`config.mk`:
```
export PLATFORM = sky130hd
export DESIGN_NAME = spi_master_ctrl_flat
export DESIGN_NICKNAME = d
export VERILOG_FILES = /design/src/rtl/spi_master_ctrl_if.sv /design/src/rtl/spi_master_ctrl.sv /design/src/flat_wrapper.sv
export SDC_FILE = /design/constraint.sdc
export NUM_CORES = 1
export LEC_CHECK = 0
export ABC_AREA = 1
export ABC_CLOCK_PERIOD_IN_PS = 2000
export CAP_MARGIN = 5
export CELL_PAD_IN_SITES_DETAIL_PLACEMENT = 1
export CELL_PAD_IN_SITES_GLOBAL_PLACEMENT = 1
export CORE_ASPECT_RATIO = 0.6
export CORE_UTILIZATION = 38
export DETAILED_ROUTE_END_ITERATION = 10
export PLACE_DENSITY_LB_ADDON = 0.1
export SLEW_MARGIN = 20
export SYNTH_ARGS = -nofsm -noshare
export SYNTH_HDL_FRONTEND = slang
export SYNTH_SLANG_ARGS = --single-unit
```
`constraint.sdc`:
```
create_clock -name CLK -period 2 [get_ports CLK]
set_clock_uncertainty 0.1 [all_clocks]
set_input_delay 0.3 -clock CLK [delete_from_list [all_inputs] [get_ports CLK]]
set_output_delay 0.3 -clock CLK [all_outputs]
set_load 0.02 [all_outputs]
```
`src/rtl/spi_master_ctrl_if.sv`:
```
// Host/pin bundle for spi_master_ctrl: request/response handshake plus the four SPI pins.
// master = controller side, slave = host/pin side.
interface spi_master_ctrl_if #(
    parameter int DATA_WIDTH = 8
);
    logic                  START;
    logic [DATA_WIDTH-1:0] TX_DATA;
    logic [DATA_WIDTH-1:0] RX_DATA;
    logic                  BUSY;
    logic                  DONE;
    logic                  SCLK;
    logic                  MOSI;
    logic                  MISO;
    logic                  CS_N;

    modport master (
        input  START, TX_DATA, MISO,
        output RX_DATA, BUSY, DONE, SCLK, MOSI, CS_N
    );

    modport slave (
        output START, TX_DATA, MISO,
        input  RX_DATA, BUSY, DONE, SCLK, MOSI, CS_N
    );
endinterface

```
`src/rtl/spi_master_ctrl.sv`:
```
// SPI mode-0 master: one full-duplex DATA_WIDTH-bit transfer per accepted START.
// Define SPI_LSB_FIRST_EN to shift LSB first; default build shifts MSB first.
//
// state | meaning
// IDLE  | CS_N high, waiting for START
// LEAD  | CS_N low, setup time before first SCLK rise
// HIGH  | SCLK high, MISO sampled on entry
// LOW   | SCLK low, next MOSI bit presented on entry
// TRAIL | CS_N hold after last SCLK fall
module spi_master_ctrl #(
    parameter int DATA_WIDTH = 8,
    parameter int CLK_DIV    = 4
) (
    input  logic             CLK,
    input  logic             CLR,
    spi_master_ctrl_if.master bus
);
    localparam logic [2:0] ST_IDLE  = 3'd0;
    localparam logic [2:0] ST_LEAD  = 3'd1;
    localparam logic [2:0] ST_HIGH  = 3'd2;
    localparam logic [2:0] ST_LOW   = 3'd3;
    localparam logic [2:0] ST_TRAIL = 3'd4;

    localparam int CNT_W = (CLK_DIV > 1) ? $clog2(CLK_DIV) : 1;
    localparam int BIT_W = $clog2(DATA_WIDTH);
    localparam logic [CNT_W-1:0] CNT_LAST = CNT_W'(CLK_DIV - 1);
    localparam logic [BIT_W-1:0] BIT_LAST = BIT_W'(DATA_WIDTH - 1);

    logic [2:0]            state_q, state_d;
    logic [CNT_W-1:0]      cnt_q, cnt_d;
    logic [BIT_W-1:0]      bit_q, bit_d;
    logic [DATA_WIDTH-1:0] sh_q, sh_d;
    logic [DATA_WIDTH-1:0] rx_q, rx_d;
    logic                  busy_q, busy_d;
    logic                  done_q, done_d;
    logic                  sclk_q, sclk_d;
    logic                  mosi_q, mosi_d;
    logic                  cs_n_q, cs_n_d;

    logic                  phase_end;
    logic                  first_bit;
    logic                  next_bit;
    logic [DATA_WIDTH-1:0] sh_sampled;

    // One shift register carries both directions: TX bits leave one end as
    // MISO bits enter the other, so after the last rise it holds the RX word.
`ifdef SPI_LSB_FIRST_EN
    assign first_bit  = bus.TX_DATA[0];
    assign next_bit   = sh_q[0];
    assign sh_sampled = {bus.MISO, sh_q[DATA_WIDTH-1:1]};
`else
    assign first_bit  = bus.TX_DATA[DATA_WIDTH-1];
    assign next_bit   = sh_q[DATA_WIDTH-1];
    assign sh_sampled = {sh_q[DATA_WIDTH-2:0], bus.MISO};
`endif

    assign phase_end = (cnt_q == CNT_LAST);

    always_comb begin
        state_d = state_q;
        cnt_d   = cnt_q;
        bit_d   = bit_q;
        sh_d    = sh_q;
        rx_d    = rx_q;
        busy_d  = busy_q;
        done_d  = 1'b0;
        sclk_d  = sclk_q;
        mosi_d  = mosi_q;
        cs_n_d  = cs_n_q;

        if (state_q != ST_IDLE) begin
            cnt_d = phase_end ? '0 : cnt_q + CNT_W'(1);
        end

        case (state_q)
            ST_IDLE: begin
                if (bus.START) begin
                    sh_d    = bus.TX_DATA;
                    mosi_d  = first_bit;
                    cs_n_d  = 1'b0;
                    busy_d  = 1'b1;
                    cnt_d   = '0;
                    bit_d   = '0;
                    state_d = ST_LEAD;
                end
            end
            ST_LEAD, ST_LOW: begin
                if (phase_end) begin
                    sclk_d  = 1'b1;
                    sh_d    = sh_sampled;
                    state_d = ST_HIGH;
                end
            end
            ST_HIGH: begin
                if (phase_end) begin
                    sclk_d = 1'b0;
                    if (bit_q == BIT_LAST) begin
                        state_d = ST_TRAIL;
                    end else begin
                        bit_d   = bit_q + BIT_W'(1);
                        mosi_d  = next_bit;
                        state_d = ST_LOW;
                    end
                end
            end
            ST_TRAIL: begin
                if (phase_end) begin
                    cs_n_d  = 1'b1;
                    rx_d    = sh_q;
                    done_d  = 1'b1;
                    busy_d  = 1'b0;
                    mosi_d  = 1'b0;
                    state_d = ST_IDLE;
                end
            end
            default: begin
                state_d = ST_IDLE;
                cnt_d   = '0;
                bit_d   = '0;
                busy_d  = 1'b0;
                sclk_d  = 1'b0;
                mosi_d  = 1'b0;
                cs_n_d  = 1'b1;
            end
        endcase
    end

    always_ff @(posedge CLK or posedge CLR) begin
        if (CLR) begin
            state_q <= ST_IDLE;
            cnt_q   <= '0;
            bit_q   <= '0;
            sh_q    <= '0;
            rx_q    <= '0;
            busy_q  <= 1'b0;
            done_q  <= 1'b0;
            sclk_q  <= 1'b0;
            mosi_q  <= 1'b0;
            cs_n_q  <= 1'b1;
        end else begin
            state_q <= state_d;
            cnt_q   <= cnt_d;
            bit_q   <= bit_d;
            sh_q    <= sh_d;
            rx_q    <= rx_d;
            busy_q  <= busy_d;
            done_q  <= done_d;
            sclk_q  <= sclk_d;
            mosi_q  <= mosi_d;
            cs_n_q  <= cs_n_d;
        end
    end

    assign bus.RX_DATA = rx_q;
    assign bus.BUSY    = busy_q;
    assign bus.DONE    = done_q;
    assign bus.SCLK    = sclk_q;
    assign bus.MOSI    = mosi_q;
    assign bus.CS_N    = cs_n_q;
endmodule

```
`src/flat_wrapper.sv`:
```
// flat-port wrapper written by rule: the top's interface ports become plain ports
module spi_master_ctrl_flat 
#(
    parameter int DATA_WIDTH = 8,
    parameter int CLK_DIV    = 4
)
  (CLK, CLR, bus_START, bus_TX_DATA, bus_MISO, bus_RX_DATA, bus_BUSY, bus_DONE, bus_SCLK, bus_MOSI, bus_CS_N);
  spi_master_ctrl_if #(.DATA_WIDTH(DATA_WIDTH)) bus_i ();
  input  logic CLK;
  input  logic CLR;
  input wire logic [$bits(bus_i.START)-1:0] bus_START;
  input wire logic [$bits(bus_i.TX_DATA)-1:0] bus_TX_DATA;
  input wire logic [$bits(bus_i.MISO)-1:0] bus_MISO;
  output wire logic [$bits(bus_i.RX_DATA)-1:0] bus_RX_DATA;
  output wire logic [$bits(bus_i.BUSY)-1:0] bus_BUSY;
  output wire logic [$bits(bus_i.DONE)-1:0] bus_DONE;
  output wire logic [$bits(bus_i.SCLK)-1:0] bus_SCLK;
  output wire logic [$bits(bus_i.MOSI)-1:0] bus_MOSI;
  output wire logic [$bits(bus_i.CS_N)-1:0] bus_CS_N;
  assign bus_i.START = bus_START;
  assign bus_i.TX_DATA = bus_TX_DATA;
  assign bus_i.MISO = bus_MISO;
  assign bus_RX_DATA = bus_i.RX_DATA;
  assign bus_BUSY = bus_i.BUSY;
  assign bus_DONE = bus_i.DONE;
  assign bus_SCLK = bus_i.SCLK;
  assign bus_MOSI = bus_i.MOSI;
  assign bus_CS_N = bus_i.CS_N;
  spi_master_ctrl #(.DATA_WIDTH(DATA_WIDTH), .CLK_DIV(CLK_DIV)) u_core (.CLK(CLK), .CLR(CLR), .bus(bus_i));
endmodule
```
==> flow_metrics.env, run 1 <==
export IMPL_outcome="finished clean"
export IMPL_grt_ovfl_total=0
export IMPL_yosys_warnings=0
export IMPL_drv_slew=0
export IMPL_synth_cell_type_count=21
export IMPL_grt_use_total_pct=18.2
export IMPL_netSwitchingFraction_pct=41.5
export IMPL_seq_area_frac_synth_pct=49.8
export IMPL_diodes=0
export IMPL_die_w_um=82.0
export IMPL_cts_sinks=29
export IMPL_critPathRequiredTime_ns=1.60
export IMPL_clkPwrFrac_pct=21.3
export IMPL_dp_worst_setup_slack_ns=0.258
export IMPL_clockBufferDepth=2
export IMPL_crit_buf_inv=1
export IMPL_setup_viol=0
export IMPL_final_nets=222
export IMPL_globalplace_congestion=0.860
export IMPL_cp_start_kind="flop"
export IMPL_yosys_area_top_type="dfrtp_1"
export IMPL_grt_pass1_wl_mm=5.40
export IMPL_numPortBuffers=24
export IMPL_numCtsBuffers=5
export IMPL_holdCritPathClass="in -> async"
export IMPL_h_tree_depth=2
export IMPL_ios=25
export IMPL_dominantRegCellSynth="dfrtp_1"
export IMPL_row_count=17
export IMPL_arrival_ns=1.40
export IMPL_clk_latency_ns=0.28
export IMPL_relSlewSlack_pct=75.3
export IMPL_drive_gt1_share_pct=13.9
export IMPL_place_hpwl_mm=2.38
export IMPL_grt_setup_unrepaired="false"
export IMPL_ir_drop_v=0.000577
export IMPL_synth_most_common_cell="nand2_1"
export IMPL_synth_top_cell_area_share_pct=48.0
export IMPL_drt_iter0_drc=51
export IMPL_clockRootBuffer="clkbuf_8"
export IMPL_die_h_um=50.0
export IMPL_first_pass_iters=4
export IMPL_cts_tree="built"
export IMPL_antenna_found_initial=0
export IMPL_power_leakage_nw=0.938
export IMPL_period_share_pct=90.2
export IMPL_placed_area_mm2=0.00174
export IMPL_slowest_delay_ns=0.59
export IMPL_powerDensity_mw_per_mm2=1350
export IMPL_cp_cell_sequence="clkdlybuf4s50_1"
export IMPL_intPower_mw=1.46
export IMPL_clkTransAtPathRegs_ns=0.06
export IMPL_hold_buffers=0
export IMPL_yosys_top_cells_area="dfrtp_1 48%, nand2_1 16%, o21ai_0 6.5%, inv_1 5.1%, o21ai_1 2.7%"
export IMPL_synth_commonest_cells="61 x nand2_1, 28 x dfrtp_1, 20 x inv_1"
export IMPL_ys_ff_latch=29
export IMPL_p_switching_mw=1.04
export IMPL_core_mm2=0.00368
export IMPL_syn_inst=178
export IMPL_first_global_vias=1190
export IMPL_pwr_share_seq_pct=34.7
export IMPL_fillers=457
export IMPL_post_cts_buffers=0
export IMPL_die_area_mm2=0.00410
export IMPL_grt_max_degree=30
export IMPL_synthArstFlopShare_pct=100
export IMPL_viasPerCell=4.73
export IMPL_min_period_ns=1.80
export IMPL_crit_type="reg -> out"
export IMPL_area_growth_pct=26.1
export IMPL_fmax_mhz=554
export IMPL_cp_slowest_cell="clkdlybuf4s50_1"
export IMPL_setup_tns_ns=0
export IMPL_drcViolationCount=0
export IMPL_routed_wl_mm=3.14
export IMPL_syn_num_nets=193
export IMPL_comb_power_share_pct=44.0
export IMPL_fin_area_mm2=0.00184
export IMPL_cts_resized=0
export IMPL_cp_max_fo=2
export IMPL_hold_viol=0
export IMPL_end_kind="output port"
export IMPL_setup_ws_ns=0.196
export IMPL_final_antenna_net_count=0
export IMPL_wl_per_cell_um=12.3
export IMPL_crit_family="buffers and inverters"
export IMPL_synth_edff_count=0
export IMPL_dr_total_vias=1205
export IMPL_synth_avg_cell_area_um2=8.20
export IMPL_start_util_pct=39.7
export IMPL_maxCapViolations=0
export IMPL_max_slew_worst_pin_slew_ns=0.370
export IMPL_netlist_area_mm2=0.00146
-- stage by stage --
stage / power, mW / std cells / utilization (%) / hold slack [ns]
floorplan: 1.70 / 178 / - / 0.277
global placement: 1.93 / 247 / 47.3 / 0.352
detailed placement: 1.98 / 247 / 47.3 / 0.369
CTS: 2.53 / 255 / 50.0 / 0.304
global route: 2.72 / 255 / 50.0 / 0.346
finish: 2.49 / 255 / 50.0 / 0.289
-- power by group through the flow --
stage	clock network, mW	logic, mW	registers, mW
floorplan	0	0.804	0.899
global placement	0	1.06	0.866
detailed placement	0	1.10	0.875
CTS	0.550	1.11	0.866
global route	0.573	1.26	0.886
finish	0.532	1.10	0.865
-- path summary, 6_finish.rpt --
check	start	end	slack, ns	cells after the start
worst max-delay path	u_core.bus.CS_N	bus_CS_N	0.20	1
worst min-delay path	CLR	u_core.bus.RX_DATA[7]	0.29	3
worst max register to register	u_core.cnt_q[1]	u_core.sh_q[4]	0.32	7
worst min register to register	u_core.bus.BUSY	u_core.bus.BUSY	0.37	2
max in group asynchronous	CLR	u_core.bus.CS_N	1.20	3
min in group CLK	u_core.bus.BUSY	u_core.bus.BUSY	0.37	2
-- cell usage in the layout, fill, tap and decap left out, drive strengths merged --
master         instances
nand2                 67
o21ai                 31
dfrtp                 28
clkdlybuf4s50         24
inv                   24
nand3                  9
nor2                   8
clkbuf                 7
ha                     3
nand3b                 2
buf                    2
o22ai                  1
clkinv                 1
dfstp                  1
-- cell type report --
type / count / area [um^2] / area share (%)
well taps: 47 / 58.8 / 3.20
clock inverters: 1 / 5.00 / 0.272
clock buffers: 7 / 96.3 / 5.23
multi-input cells: 121 / 608 / 33.0
flip-flops and latches: 29 / 727 / 39.5
repair buffers: 26 / 255 / 13.9
inverters: 24 / 90.1 / 4.89
-- registers in the layout, indices dropped and copies added (netlist names) --
name,count
u_core.bit_q,3
u_core.state_q,3
u_core.bus.MOSI,1
u_core.bus.BUSY,1
u_core.bus.RX_DATA,8
u_core.bus.DONE,1
u_core.bus.SCLK,1
u_core.sh_q,8
u_core.cnt_q,2
u_core.bus.CS_N,1
-- metal layers --
layer  vias up  GRT usage (%)  routed length, um
li1        619              -                  -
met1       557           25.8               1660
met2        24           26.2               1300
met3         5           5.56                137
met4         0           5.26                 35
met5         -              0                  0
-- cell families after synthesis --
family | after synthesis | share of synthesized area (%)
flip-flops | 29 | 49.8
AND/OR/NAND/NOR | 86 | 27.0
buffers and inverters | 28 | 8.57
adder cells (fa/ha/maj) | 3 | 2.57
AO/OA/AOI/OAI | 32 | 12.1
Power figures use the tool's default switching activity.
==> run 2, diff against run 1 <==
--- a/config.mk
+++ b/config.mk
@@ -14,6 +14,7 @@
 export CORE_UTILIZATION = 38
 export DETAILED_ROUTE_END_ITERATION = 10
 export PLACE_DENSITY_LB_ADDON = 0.1
+export RECOVER_POWER = 50
 export SLEW_MARGIN = 20
 export SYNTH_ARGS = -nofsm -noshare
 export SYNTH_HDL_FRONTEND = slang
==> run 2 against run 1 <==
Net effect: largest power group unchanged; register-to-register slack worse by 0.06 ns; die area stayed put; critical path type unchanged; combinational power hardly changed; utilization is 0.41 points lower; sequential share of layout area is 0.32 points higher; critical path depth stayed put; cell area is 0.82% lower; clock-buffer cell count stayed put.
==> flow_metrics.env, run 2 (synthesis results as in run 1) <==
export IMPL_core_mm2=0.00368
export IMPL_regArea_um2=727
export IMPL_row_count=17
export IMPL_first_global_vias=1190
export IMPL_viasPerCell=4.72
export IMPL_antenna_found_initial=0
export IMPL_cts_sinks=29
export IMPL_cp_max_fo=2
export IMPL_final_antenna_net_count=0
export IMPL_first_pass_iters=4
export IMPL_grt_setup_unrepaired="false"
export IMPL_powerDensity_mw_per_mm2=1360
export IMPL_final_cells=255
export IMPL_r2r_slack_ns=0.26
export IMPL_layout_common_cells="64 x nand2_1, 28 x dfrtp_1, 23 x clkdlybuf4s50_1"
export IMPL_place_hpwl_mm=2.38
export IMPL_hold_viol=0
export IMPL_cts_tree="built"
export IMPL_grt_max_degree=30
export IMPL_setup_tns_ns=0
export IMPL_cp_cell_sequence="clkdlybuf4s50_1"
export IMPL_fillers=456
export IMPL_cp_start_kind="flop"
export IMPL_post_place_cells=247
export IMPL_critPathRequiredTime_ns=1.60
export IMPL_rr_worst_depth=7
export IMPL_hold_buffers=0
export IMPL_holdCritPathClass="reg -> reg"
export IMPL_drive_gt1_share_pct=12.0
export IMPL_die_h_um=50.0
export IMPL_drcViolationCount=0
export IMPL_h_tree_depth=2
export IMPL_setup_viol=0
export IMPL_drt_iter0_drc=47
export IMPL_post_cts_buffers=0
export IMPL_power_leakage_nw=0.917
export IMPL_max_slew_worst_pin_slew_ns=0.731
export IMPL_die_w_um=82.0
export IMPL_cts_resized=0
export IMPL_ir_drop_v=0.000578
export IMPL_area_growth_pct=25.0
export IMPL_multi_input_area_um2=596
export IMPL_cp_slowest_cell="clkdlybuf4s50_1"
export IMPL_final_nets=222
export IMPL_die_area_mm2=0.00410
export IMPL_min_period_ns=1.80
export IMPL_clockRootBuffer="clkbuf_8"
export IMPL_grt_ovfl_total=0
export IMPL_relSlewSlack_pct=51.3
export IMPL_clk_latency_ns=0.28
export IMPL_slowest_delay_ns=0.59
export IMPL_fmax_mhz=556
export IMPL_period_share_pct=90.0
export IMPL_routed_wl_mm=3.17
export IMPL_drv_slew=0
export IMPL_maxCapViolations=0
export IMPL_end_kind="output port"
export IMPL_clkTransAtPathRegs_ns=0.06
export IMPL_clockBufferDepth=2
export IMPL_arrival_ns=1.40
export IMPL_worstReg2RegEnd="u_core.sh_q[4]"
export IMPL_crit_family="buffers and inverters"
export IMPL_outcome="finished clean"
export IMPL_globalplace_congestion=0.860
export IMPL_min_to="u_core.bus.BUSY"
export IMPL_start_util_pct=39.7
export IMPL_ios=25
export IMPL_crit_type="reg -> out"
export IMPL_grt_pass1_wl_mm=5.40
export IMPL_hp_start="u_core.bus.BUSY"
export IMPL_r2r_start="u_core.state_q[2]"
export IMPL_dr_total_vias=1204
export IMPL_crit_buf_inv=1
export IMPL_numPortBuffers=24
export IMPL_grt_use_total_pct=18.2
export IMPL_numCtsBuffers=5
export IMPL_diodes=0
export IMPL_final_common_cell="nand2_1"
export IMPL_wl_per_cell_um=12.4
export IMPL_min_path_cells=2
run 2: changes by cell type in the layout (fill, tap and decap cells not counted):
cell,before,now
buf_4,2,1
clkbuf_2,0,1
clkdlybuf4s50_1,24,23
clkinv_1,0,1
dlygate4sd3_1,0,1
inv_2,4,3
nand2_1,61,64
nand2_2,5,3
nand2_4,1,0
run 2: final cells by class:
type / count / share of cell area (%)
clock buffer: 7 / 5.28
clock inverter: 1 / 0.274
inverter: 24 / 4.93
multi-input combinational: 121 / 32.6
sequential: 29 / 39.8
tap: 47 / 3.22
timing repair buffer: 26 / 13.8
run 2: power breakdown:
part           internal (mW)  switching [mW]
combinational          0.377           0.715
clock                  0.310           0.222
sequential             0.766          0.0973
total                   1.45            1.03
run 2: worst max-delay path by stage:
stage / from / end / cells past startpoint
final: u_core.bus.CS_N / bus_CS_N / 1
after global routing: u_core.state_q[0] / u_core.bus.RX_DATA[2] / 5
after floorplan: u_core.cnt_q[0] / u_core.sh_q[1] / 8
after global placement: u_core.cnt_q[1] / u_core.sh_q[2] / 7
after detailed placement: bus_START / u_core.bit_q[0] / 8
after CTS: u_core.bus.CS_N / bus_CS_N / 1
run 2: routing by layer:
metal | track usage, % | share of wire (%) | up-vias
met5 | 0 | 0 | -
met3 | 5.56 | 3.9 | 5
li1 | - | - | 619
met1 | 25.8 | 54 | 554
met2 | 26.2 | 41 | 26
met4 | 5.26 | 1.1 | 0
run 2: per-stage QoR:
step,utilization [%],instance area [um^2],total power [mW],setup WS [ns],hold WS (ns)
after floorplan,-,1460,1.70,0.581,0.277
after global routing,49.6,1830,2.71,0.0761,0.416
after global placement,47.3,1740,1.93,0.368,0.352
final,49.6,1830,2.49,0.200,0.373
after CTS,50.0,1840,2.53,0.184,0.304
after detailed placement,47.3,1740,1.98,0.258,0.369
run 2: tightest hold or removal path: stages, from the launching register on:
cell and delay [ns]:
dfrtp_1 0.34, nand2_1 0.05, nand2_1 0.05
==> run 3, diff against run 2 <==
--- a/config.mk
+++ b/config.mk
@@ -11,6 +11,7 @@
 export CELL_PAD_IN_SITES_DETAIL_PLACEMENT = 1
 export CELL_PAD_IN_SITES_GLOBAL_PLACEMENT = 1
 export CORE_ASPECT_RATIO = 0.6
+export CORE_MARGIN = 2
 export CORE_UTILIZATION = 38
 export DETAILED_ROUTE_END_ITERATION = 10
 export PLACE_DENSITY_LB_ADDON = 0.1
==> run 3 against run 2 <==
Net effect: worst setup slack improved by 0.0035 ns; die area increased by 6.5%; sequential power hardly changed; wire length is 1.5% higher; sequential cell count stayed put; clock power increased by 1%; hold slack got worse by 0.011 ns; non-clock buffer count unchanged; cell count unchanged; utilization increased by 0.14 points; clock-buffer cell count stayed put; largest power group unchanged.
==> flow_metrics.env, run 3 (synthesis results as in run 1) <==
export IMPL_placed_area_mm2=0.00174
export IMPL_drt_iter0_drc=36
export IMPL_numPortBuffers=24
export IMPL_cts_sinks=29
export IMPL_fillers=458
export IMPL_grt_ovfl_total=0
export IMPL_cp_max_fo=2
export IMPL_powerDensity_mw_per_mm2=1360
export IMPL_wl_per_cell_um=12.6
export IMPL_min_period_ns=1.80
export IMPL_cp_start_kind="flop"
export IMPL_pwr_share_seq_pct=34.6
export IMPL_die_h_um=52.0
export IMPL_grt_setup_unrepaired="false"
export IMPL_max_slew_worst_pin_slew_ns=0.750
export IMPL_die_w_um=84.0
export IMPL_die_area_mm2=0.00437
export IMPL_grt_pass1_wl_mm=5.55
export IMPL_rr_worst_depth=5
export IMPL_final_antenna_net_count=0
export IMPL_clkTransAtPathRegs_ns=0.06
export IMPL_clockRootBuffer="clkbuf_8"
export IMPL_fmax_mhz=557
export IMPL_end_kind="output port"
export IMPL_arrival_ns=1.40
export IMPL_crit_family="buffers and inverters"
export IMPL_min_path_cells=2
export IMPL_viasPerCell=4.74
export IMPL_fin_area_mm2=0.00183
export IMPL_grt_max_degree=30
export IMPL_fin_total_pwr_mw=2.49
export IMPL_relSlewSlack_pct=50.0
export IMPL_grt_use_total_pct=17.0
export IMPL_cp_slowest_cell="clkdlybuf4s50_1"
export IMPL_layout_common_cells="62 x nand2_1, 28 x dfrtp_1, 23 x clkdlybuf4s50_1"
export IMPL_crit_buf_inv=1
export IMPL_drcViolationCount=0
export IMPL_crit_type="reg -> out"
export IMPL_netSwitchingFraction_pct=41.6
export IMPL_hold_viol=0
export IMPL_maxCapViolations=0
export IMPL_area_growth_pct=25.4
export IMPL_drv_slew=0
export IMPL_period_share_pct=89.8
export IMPL_power_leakage_nw=0.925
export IMPL_place_hpwl_mm=2.38
export IMPL_drive_gt1_share_pct=13.0
export IMPL_globalplace_congestion=0.845
export IMPL_holdCritPathClass="reg -> reg"
export IMPL_hold_buffers=0
export IMPL_clockBufferDepth=2
export IMPL_diodes=0
export IMPL_dr_total_vias=1209
export IMPL_comb_power_share_pct=43.8
export IMPL_first_pass_iters=4
export IMPL_cts_resized=0
export IMPL_h_tree_depth=2
export IMPL_ir_drop_v=0.000584
export IMPL_intPower_mw=1.46
export IMPL_core_mm2=0.00368
export IMPL_critPathRequiredTime_ns=1.60
export IMPL_cts_tree="built"
export IMPL_routed_wl_mm=3.22
export IMPL_p_switching_mw=1.04
export IMPL_outcome="finished clean"
export IMPL_final_nets=222
export IMPL_antenna_found_initial=0
export IMPL_numCtsBuffers=5
export IMPL_row_count=17
export IMPL_ios=25
export IMPL_final_common_cell="nand2_1"
export IMPL_slowest_delay_ns=0.59
export IMPL_post_cts_buffers=0
export IMPL_setup_viol=0
export IMPL_worst_path_stages=1
export IMPL_first_global_vias=1181
export IMPL_clkPwrFrac_pct=21.6
export IMPL_start_util_pct=39.7
export IMPL_cp_cell_sequence="clkdlybuf4s50_1"
export IMPL_clk_latency_ns=0.28
export IMPL_fin_util_pct=49.7
export IMPL_setup_tns_ns=0
## run 3: changes by cell type in the layout (fill, tap and decap cells not counted), sizes merged
cell and change:
inv +1, clkinv -1
## run 3: cell type report
class                      instances  area [um^2]  share of cell area (%)
clock buffer                       7         96.3                    5.26
multi-input combinational        121          601                    32.8
timing repair buffer              26          253                    13.8
inverter                          24         90.1                    4.92
tap                               47         58.8                    3.21
sequential                        29          727                    39.7
clock inverter                     1         5.00                   0.273
## run 3: power by group through the flow
stage          logic (mW)  registers (mW)  clock network (mW)
4_1_cts              1.11           0.865               0.552
3_3_place_gp         1.06           0.865                   0
5_1_grt              1.26           0.889               0.571
3_5_place_dp         1.11           0.873                   0
6_report             1.09           0.863               0.539
2_1_floorplan       0.804           0.899                   0
## run 3: path summary, 6_finish.rpt
path	from	endpoint	slack (ns)
max	u_core.bus.CS_N	bus_CS_N	0.20
min	u_core.bus.CS_N	u_core.bus.CS_N	0.36
max reg2reg	u_core.state_q[0]	u_core.bus.RX_DATA[6]	0.32
min reg2reg	u_core.bus.CS_N	u_core.bus.CS_N	0.36
max in group asynchronous	CLR	u_core.bus.MOSI	0.75
min in group asynchronous	CLR	u_core.bus.DONE	0.58
## run 3: stage by stage
step	worst slack (ns)	hold WS, ns	instances
after floorplan	0.581	0.277	178
after global placement	0.367	0.352	247
after detailed placement	0.256	0.355	247
after CTS	0.190	0.311	255
after global routing	0.101	0.412	255
final	0.203	0.363	255
## run 3: per-layer routing
layer  up-vias  GRT usage, %  part of all wire, %
met5         -             0                    0
met4         0          8.06                  1.1
met3         2          4.44                  4.0
met2        25          25.1                   41
met1       562          23.4                   54
li1        620             -                    -
